$ cat config.mk
export PLATFORM = sky130hd
export DESIGN_NAME = node_seq
export DESIGN_NICKNAME = d
export VERILOG_FILES = /design/src/rtl/tis_pkg.sv /design/src/rtl/node_seq_hs.sv /design/src/rtl/node_seq.sv
export SDC_FILE = /design/constraint.sdc
export NUM_CORES = 1
export LEC_CHECK = 0
export BUFFER_PORTS_ARGS = -buffer_cell sky130_fd_sc_hd__clkbuf_2
export CAP_MARGIN = 15
export CORE_AREA = 2 2 59 61
export DETAILED_ROUTE_END_ITERATION = 8
export DIE_AREA = 0 0 61 63
export PLACE_DENSITY = 0.83
export SLEW_MARGIN = 30
export SYNTH_ARGS = -nofsm -noshare
export SYNTH_HDL_FRONTEND = slang
export SYNTH_HIERARCHICAL = 1
export SYNTH_SLANG_ARGS = --single-unit
$ cat constraint.sdc
create_clock -name clk -period 5.5 [get_ports clk]
set_input_delay 1.375 -clock clk [delete_from_list [all_inputs] [get_ports clk]]
set_output_delay 1.375 -clock clk [all_outputs]
set_load 0.02 [all_outputs]
$ cat src/rtl/tis_pkg.sv
// Shared types for the node sequencer: opcodes, source/destination codes and FSM states.
package tis_pkg;

    typedef enum logic [3:0] {
        OP_MOV = 4'h0,
        OP_JMP = 4'h1,
        OP_JEZ = 4'h2,
        OP_NOP = 4'h3
    } opcode_e;

    localparam logic [2:0] PORT0 = 3'b000;
    localparam logic [2:0] PORT1 = 3'b001;
    localparam logic [2:0] PORT2 = 3'b010;
    localparam logic [2:0] PORT3 = 3'b011;
    localparam logic [2:0] ACC   = 3'b100;
    localparam logic [2:0] NIL   = 3'b101;

    typedef enum logic [2:0] {
        IDLE,
        FETCH,
        EXEC,
        WAIT_RD,
        WAIT_WR
    } node_seq_state_e;

    // Codes 110/111 fall outside the port range and behave as NIL.
    function automatic logic is_port(input logic [2:0] code);
        return code <= PORT3;
    endfunction

endpackage

$ cat src/rtl/node_seq_hs.sv
// Four-port one-hot handshake mux: turns a read/write request plus port codes into
// in_ready/out_valid strobes and reports read-done / write-done.
module node_seq_hs
    import tis_pkg::*;
(
    input  logic       rd_req_i,
    input  logic       wr_req_i,
    input  logic [2:0] src_i,
    input  logic [2:0] dst_i,
    input  logic [0:3] in_valid_i,
    input  logic [0:3] out_ready_i,
    output logic [0:3] in_ready_o,
    output logic [0:3] out_valid_o,
    output logic       rd_done_o,
    output logic       wr_done_o
);

    always_comb begin
        in_ready_o  = '0;
        out_valid_o = '0;
        rd_done_o   = 1'b0;
        wr_done_o   = 1'b0;
        if (rd_req_i) begin
            if (is_port(src_i)) begin
                if (in_valid_i[src_i[1:0]]) begin
                    in_ready_o[src_i[1:0]] = 1'b1;
                    rd_done_o              = 1'b1;
                end
            end else begin
                rd_done_o = 1'b1;
            end
        end
        if (wr_req_i) begin
            if (is_port(dst_i)) begin
                out_valid_o[dst_i[1:0]] = 1'b1;
                wr_done_o               = out_ready_i[dst_i[1:0]];
            end else begin
                wr_done_o = 1'b1;
            end
        end
    end

endmodule

$ cat src/rtl/node_seq.sv
// Instruction sequencer for a single TIS node: fetch, decode MOV/JMP/JEZ/NOP, port handshakes.
// Optional stall watchdog enabled by defining NODE_SEQ_TIMEOUT_EN.
module node_seq
    import tis_pkg::*;
#(
    parameter int unsigned PROG_LEN = 16,
    parameter int unsigned TIMEOUT  = 255
) (
    input  logic        clk,
    input  logic        rst,
    input  logic        run,
    output logic [0:7]  addr_instr,
    input  logic [0:17] instr,
    input  logic [0:3]  in_valid,
    output logic [0:3]  in_ready,
    output logic [0:3]  out_valid,
    input  logic [0:3]  out_ready,
    input  logic        acc_zero,
    output logic [0:2]  src_sel,
    output logic [0:2]  dst_sel,
    output logic        rd_en,
    output logic        wr_en,
    output logic        busy,
    output logic        stall_timeout
);

    localparam int unsigned PC_W = 8;
    localparam int unsigned IW   = 18;

    node_seq_state_e state_q, state_d;
    logic [PC_W-1:0] pc_q, pc_d;
    logic [IW-1:0]   ir_q, ir_d;

    opcode_e         op;
    logic [2:0]      src, dst;
    logic [PC_W-1:0] tgt;
    logic            rd_req, wr_req, rd_done, wr_done;
    logic            commit, take_jump;

    // Instruction register fields, MSB-first as in the instruction word.
    assign op  = opcode_e'(ir_q[17:14]);
    assign dst = ir_q[13:11];
    assign src = ir_q[10:8];
    assign tgt = ir_q[7:0];

    assign rd_req = ((state_q == EXEC) && (op == OP_MOV)) || (state_q == WAIT_RD);
    assign wr_req = (state_q == WAIT_WR);

    node_seq_hs u_hs (
        .rd_req_i    (rd_req),
        .wr_req_i    (wr_req),
        .src_i       (src),
        .dst_i       (dst),
        .in_valid_i  (in_valid),
        .out_ready_i (out_ready),
        .in_ready_o  (in_ready),
        .out_valid_o (out_valid),
        .rd_done_o   (rd_done),
        .wr_done_o   (wr_done)
    );

    always_ff @(posedge clk or posedge rst) begin
        if (rst) begin
            state_q <= IDLE;
            pc_q    <= '0;
            ir_q    <= '0;
        end else begin
            state_q <= state_d;
            pc_q    <= pc_d;
            ir_q    <= ir_d;
        end
    end

    always_comb begin
        state_d   = state_q;
        pc_d      = pc_q;
        ir_d      = ir_q;
        rd_en     = 1'b0;
        wr_en     = 1'b0;
        commit    = 1'b0;
        take_jump = 1'b0;
        case (state_q)
            IDLE:    if (run) state_d = FETCH;
            FETCH: begin
                ir_d    = instr;
                state_d = EXEC;
            end
            EXEC: begin
                case (op)
                    OP_MOV:  if (!rd_done) state_d = WAIT_RD;
                    OP_JMP: begin
                        commit    = 1'b1;
                        take_jump = 1'b1;
                    end
                    OP_JEZ: begin
                        commit    = 1'b1;
                        take_jump = acc_zero;
                    end
                    default: commit = 1'b1;
                endcase
            end
            WAIT_RD: ;
            WAIT_WR: commit = wr_done;
            default: state_d = IDLE;
        endcase
        // Read completes: port destinations wait for the consumer, others commit now.
        if (rd_req && rd_done) begin
            rd_en = 1'b1;
            if (is_port(dst)) begin
                state_d = WAIT_WR;
            end else begin
                wr_en  = 1'b1;
                commit = 1'b1;
            end
        end
        if (commit) begin
            if (take_jump) begin
                pc_d = (32'(tgt) < PROG_LEN) ? tgt : '0;
            end else begin
                pc_d = (32'(pc_q) == PROG_LEN - 1) ? '0 : pc_q + PC_W'(1);
            end
            state_d = run ? FETCH : IDLE;
        end
    end

    assign addr_instr = pc_q;
    assign src_sel    = src;
    assign dst_sel    = dst;
    assign busy       = (state_q != IDLE);

`ifdef NODE_SEQ_TIMEOUT_EN
    localparam int unsigned CNT_W = $clog2(TIMEOUT + 2);

    logic [CNT_W-1:0] stall_cnt_q, stall_cnt_d;
    logic             timeout_q, timeout_d;
    logic             stalling;

    assign stalling = (state_q == WAIT_RD) || (state_q == WAIT_WR);

    // Saturating count of consecutive stall cycles; the flag is sticky until reset.
    always_comb begin
        stall_cnt_d = '0;
        timeout_d   = timeout_q;
        if (stalling) begin
            if (32'(stall_cnt_q) + 32'd1 >= TIMEOUT) timeout_d = 1'b1;
            if (!commit) begin
                stall_cnt_d = (32'(stall_cnt_q) < TIMEOUT) ? stall_cnt_q + CNT_W'(1) : stall_cnt_q;
            end
        end
    end

    always_ff @(posedge clk or posedge rst) begin
        if (rst) begin
            stall_cnt_q <= '0;
            timeout_q   <= 1'b0;
        end else begin
            stall_cnt_q <= stall_cnt_d;
            timeout_q   <= timeout_d;
        end
    end

    assign stall_timeout = timeout_q;
`else
    assign stall_timeout = 1'b0;
`endif

endmodule

==> impl_metrics.yaml, run 1 <==
pwr:
  switching_share: 0.432
  p_leak_nw: 0.953
  power_frac_seq: 0.400
  intPower_w: 0.000613
  clkPwrFrac: 0.115
  total_power_w: 0.00108
  p_sw_w: 0.000466
  p_per_area_mw_per_mm2: 540
  combPwrFrac: 0.485
  irDropWorstVdd_v: 0.000266
timing:
  timing.fmax_ghz: 0.263
  hold_slack_ns: 0.505
  relSlewSlack: 0.560
  hold_violations: 0
  layout_min_cycle_time_ns: 3.81
  fin_ws_ns: 1.69
  finalSetupTns_ns: 0
  worst_slew_pin_slew_ns: 0.653
  period_share: 0.692
  finalSetupViolations: 0
  rsz0062_at_grt: "no"
  finClkSkew_ns: 0.00265
  final_max_slew_viol_count: 0
placed_design:
  place_hpwl_um: 2580
  port_buffers: 54
  placed_cells: 244
  pre_cts_ws_ns: 1.69
  gp_congestion: 0.809
logic_synthesis:
  synth_edf_count: 0
  syn_inst: 157
  netlist_top_cells_area: "dfrtp_1 43%, mux2_2 12%, mux2i_1 3.6%, buf_4 3.1%, inv_1 2.0%"
  synth_top_area_frac: 0.430
  synth_common_cells: "29 x dfrtp_1, 18 x mux2_2, 9 x inv_1, 8 x nand2_1, 7 x buf_4"
  ys_seq_elements: 29
  syn_area_per_cell_um2: 10.8
  ys_seq_area_frac: 0.430
  ys_warn_count: 6
  yosysTopAreaCell: "dfrtp_1"
  synth-async-reset-ratio: 1.00
  synthesis.area_mm2: 0.00169
  synth_nets: 188
  synthDistinctLibCells: 47
  synthMostInstantiatedCell: "dfrtp_1"
  ys.flop_type: "dfrtp_1"
finish:
  nets: 238
  layout.cells.non_filler: 254
  antenna_cells: 0
  area_delta_synth_final_pct: 18.2
  layout-drive-gt1-share: 0.433
  nFillCells: 294
route:
  vias_per_cell: 5.51
  totalWireLength_um: 3610
  route.detailed.drc: 0
  drt_iter0_drc: 97
  drt-wirelength-per-cell_um: 14.2
  ant_nets: 0
  firstDrtPassIters: 4
  vias: 1399
setup_path:
  crit_fanout: 5
  criticalPathCategory: "in2out"
  required_ns: 4.12
  critPathLaunchType: "input pin"
  critical_path.endpoint_type: "output pin"
  critical_path_arrival_ns: 2.43
die:
  boundaryPins: 56
  die-area_mm2: 0.00384
  dieHeight_um: 63
  rows: 21
  start_util: 0.523
  core_area_mm2: 0.00323
  die_w_um: 61
clocking:
  clk_path_buf_depth: 2
  cts_tree: "yes"
  numClockSinks: 29
  post_cts_buffers: 0
  numCtsBuffers: 5
  cts.reportedPaths.clkPinSlew_ns: 0.09
  cts_root_buf: "clkbuf_4"
  htree_num_levels: 2
  cts_hold_buf: 0
  clock_latency_ns: 0.34
  cts.repair.resized: 0
job:
  maxCapViolations: 0
global_route:
  antenna_found_initial: 0
  grt_max_degree: 30
  grt_pass1_vias: 1370
  track_usage: 0.213
  overflow: 0
  grt_pass1_wl_um: 6120
status:
  outcome: "finished clean"
hold_path:
  hold_path_class: "reg2reg"
## metal layers
layer / share of wire / routed length [µm] / vias to the layer above / GRT usage
met2: 0.48 / 1740 / 46 / 0.332
met3: 0.059 / 213 / 6 / 0.0559
met4: 0.020 / 73 / 0 / 0.0978
met5: 0 / 0 / - / 0
met1: 0.44 / 1580 / 677 / 0.271
li1: - / - / 670 / -
## cell usage in the layout (no fill, tap or decap), types with 3 or more instances in the layout
master and n:
clkbuf_2 54, dfrtp_1 29, mux2_2 18, inv_1 8
nand2_1 8, nand3_1 6, mux2i_1 6, nor4_1 5
clkbuf_4 5, nor2_1 4, and3_1 4, and2_1 4
a32oi_1 3, and3b_1 3, nor2b_1 3, a22oi_1 3
## metrics by stage
step                      cell area, µm²   util
after floorplan                     1690      -
after global placement              1940  0.599
after detailed placement            1940  0.599
after CTS                           1990  0.615
after global routing                2000  0.618
final                               2000  0.618
## worst max-delay path, cell delays in order
cell and delay, ns:
clkbuf_2 0.09, mux2i_1 0.09, a221oi_2 0.48, and2_1 0.22
clkbuf_2 0.17
## power groups by stage
stage                     combinational, W  clock [W]  sequential [W]
final                             0.000523   0.000124        0.000431
after global routing              0.000575   0.000137        0.000449
after CTS                         0.000526   0.000127        0.000429
after detailed placement          0.000523          0        0.000432
after global placement            0.000510          0        0.000429
after floorplan                   0.000427          0        0.000427
## cell type report
type                       instances  area (µm²)  share of cell area
sequential                        29         726               0.363
inverter                           9        33.8              0.0169
multi-input combinational        105         841               0.421
tap                               46        57.6              0.0288
clock buffer                       6        41.3              0.0207
timing repair buffer              57         288               0.144
clock inverter                     2        10.0             0.00501
## state kept, by name (all words and copies together) (netlist names)
name and cells:
addr_instr 8, state_q 3, ir_q 18
## worst paths after layout
check | start | to | slack [ns] | cells after the start
hold reg to reg | ir_q[3] | ir_q[3] | 0.51 | 1
hold / removal | ir_q[3] | ir_q[3] | 0.51 | 1
setup reg to reg | ir_q[14] | addr_instr[3] | 2.86 | 8
max in group asynchronous | rst | ir_q[10] | 4.03 | 2
setup / recovery | in_valid[2] | rd_en | 1.69 | 5
min in group asynchronous | rst | ir_q[6] | 1.07 | 2
## logic make-up (layout without fill, tap and decap cells)
| family | count (synthesis) | in the layout | share of synthesized area |
|---|---|---|---|
| AOI/OAI and AO/OA | 25 | 25 | 0.134 |
| adders and majority gates | 1 | 1 | 0.00741 |
| buffers and inverters | 23 | 74 | 0.0756 |
| DFF | 29 | 29 | 0.430 |
| muxes | 24 | 24 | 0.156 |
| other | 1 | 1 | 0.00222 |
| and+or+nand+nor | 54 | 54 | 0.196 |
(Power assumes the default switching activity.)
==> run 2: changes to the inputs <==
Settings changed: CORE_AREA 2 2 59 61 to 2 2 62 64, DIE_AREA 0 0 61 63 to 0 0 64 66, PLACE_DENSITY 0.83 to 0.76.
Clock period 5.5 ns to 3.97 ns, I/O delays scaled along.
==> run 2 against run 1 <==
Effect of this change: worst setup slack got worse by 0.98 ns; largest cell class unchanged; highest routed layer unchanged; via count fell by 0.64%; sequential share of layout area fell by 0.80 points; critical path depth rose by 1; count of clock-buffer cells in the layout did not move; global-route usage fell by 3.2 points; cell count rose by 0.79%; sequential cell count did not move; core utilization fell by 4.3 points; sequential power rose by 38%; combinational power rose by 38%.
==> impl_metrics.yaml, run 2 (same netlist as run 1, synthesis figures left out) <==
finish:
  largest_reg_flops: 18
  area_delta_synth_final_pct: 20.9
  layout-drive-gt1-share: 0.438
  nets: 238
  layout.cells.non_filler: 256
  antenna_cells: 0
  final_cell_mix: "54 x clkbuf_2, 29 x dfrtp_1, 18 x mux2_2, 8 x inv_1, 8 x nand2_1"
  layout_commonest_cell: "clkbuf_2"
  regArea_um2: 726
  nFillCells: 314
  multi_input_area_um2: 841
  regMostFlops: "ir_q"
timing:
  hold_violations: 0
  layout_min_cycle_time_ns: 3.26
  worst_slew_pin_slew_ns: 0.611
  rsz0062_at_grt: "no"
  finalSetupViolations: 0
  timing.fmax_ghz: 0.306
  final_max_slew_viol_count: 0
  relSlewSlack: 0.589
  finClkSkew_ns: 0.0205
  period_share: 0.822
  fin_ws_ns: 0.707
  finalSetupTns_ns: 0
clocking:
  cts_tree: "yes"
  numCtsBuffers: 5
  cts_root_buf: "clkbuf_4"
  post_cts_buffers: 0
  clock_latency_ns: 0.34
  numClockSinks: 29
  htree_num_levels: 2
  clk_path_buf_depth: 2
  cts.repair.resized: 0
  cts_hold_buf: 0
  cts.reportedPaths.clkPinSlew_ns: 0.10
placed_design:
  place_hpwl_um: 2560
  gp_congestion: 0.783
  placed_cells: 248
  pre_cts_ws_ns: 0.999
  port_buffers: 54
die:
  die_w_um: 64
  boundaryPins: 56
  core_area_mm2: 0.00355
  die-area_mm2: 0.00422
  dieHeight_um: 66
  rows: 22
  start_util: 0.476
global_route:
  overflow: 0
  grt_max_degree: 30
  track_usage: 0.181
  grt_pass1_vias: 1326
  antenna_found_initial: 0
  grt_pass1_wl_um: 5950
setup_path:
  critical_path.slowest_cell: "nor4_1"
  cp_top_family: "simple AND/OR/NAND/NOR gates"
  rrSetupSlack_ns: 1.45
  crit_chain: "nor4_1 > o21a_1 > inv_1 > a221oi_2 > and3_1 > clkbuf_2"
  critical_path.endpoint_type: "output pin"
  critPathLaunchType: "register"
  worst-path-buf-inv: 2
  critical_path_arrival_ns: 2.27
  critPathMaxStageDelay_ns: 0.48
  crit_fanout: 5
  required_ns: 2.98
  criticalPathCategory: "reg2out"
pwr:
  power_frac_seq: 0.378
  p_per_area_mw_per_mm2: 772
  irDropWorstVdd_v: 0.000463
  combPwrFrac: 0.457
  p_leak_nw: 0.970
  switching_share: 0.408
  p_sw_w: 0.000644
  intPower_w: 0.000933
  clkPwrFrac: 0.165
route:
  drt_iter0_drc: 61
  totalWireLength_um: 3480
  vias: 1390
  ant_nets: 0
  drt-wirelength-per-cell_um: 13.6
  route.detailed.drc: 0
  firstDrtPassIters: 4
  vias_per_cell: 5.43
status:
  outcome: "finished clean"
hold_path:
  hold_path_class: "reg2reg"
job:
  maxCapViolations: 0
run 2: cell count changes in the layout (fill, tap and decap cells not counted):
cell        delta
buf_2          -2
buf_4          +2
clkinv_2       -2
bufinv_16      +1
clkbuf_1       -1
clkbuf_8       +1
clkinvlp_4     +1
run 2: layout make-up:
type	count	share of cell area
Multi-Input combinational cell	105	0.412
Sequential cell	29	0.355
Timing Repair Buffer	57	0.143
Tap cell	48	0.0294
Clock buffer	6	0.0251
Clock inverter	2	0.0184
Inverter	9	0.0165
run 2: final timing paths:
path,from,to,cells past startpoint
worst max-delay path,ir_q[14],wr_en,6
worst max register to register,ir_q[14],addr_instr[6],8
max in group asynchronous,rst,ir_q[11],2
min in group asynchronous,rst,ir_q[0],2
worst min register to register,ir_q[3],ir_q[3],1
worst min-delay path,ir_q[3],ir_q[3],1
run 2: power by group through the flow:
| stage | combinational, W | sequential [W] | clock (W) |
|---|---|---|---|
| 3_5_place_dp | 0.000724 | 0.000598 | 0 |
| 3_3_place_gp | 0.000715 | 0.000595 | 0 |
| 2_1_floorplan | 0.000592 | 0.000592 | 0 |
| 4_1_cts | 0.000727 | 0.000593 | 0.000267 |
| 6_report | 0.000721 | 0.000596 | 0.000260 |
| 5_1_grt | 0.000792 | 0.000624 | 0.000285 |
run 2: per-stage QoR:
stage	hold WS (ns)	area, µm²	utilization	total power (W)
final	0.505	2040	0.575	0.00158
after global routing	0.537	2040	0.575	0.00170
after CTS	0.512	2040	0.575	0.00159
after detailed placement	0.488	1950	0.550	0.00132
after global placement	0.481	1950	0.550	0.00131
after floorplan	0.453	1690	-	0.00118
run 2: layer usage:
metal / vias up / global-route usage / wire length [µm]
met5: - / 0 / 0
met4: 0 / 0.0543 / 32
met3: 6 / 0.0630 / 287
met2: 63 / 0.285 / 1630
met1: 645 / 0.234 / 1520
li1: 676 / - / -
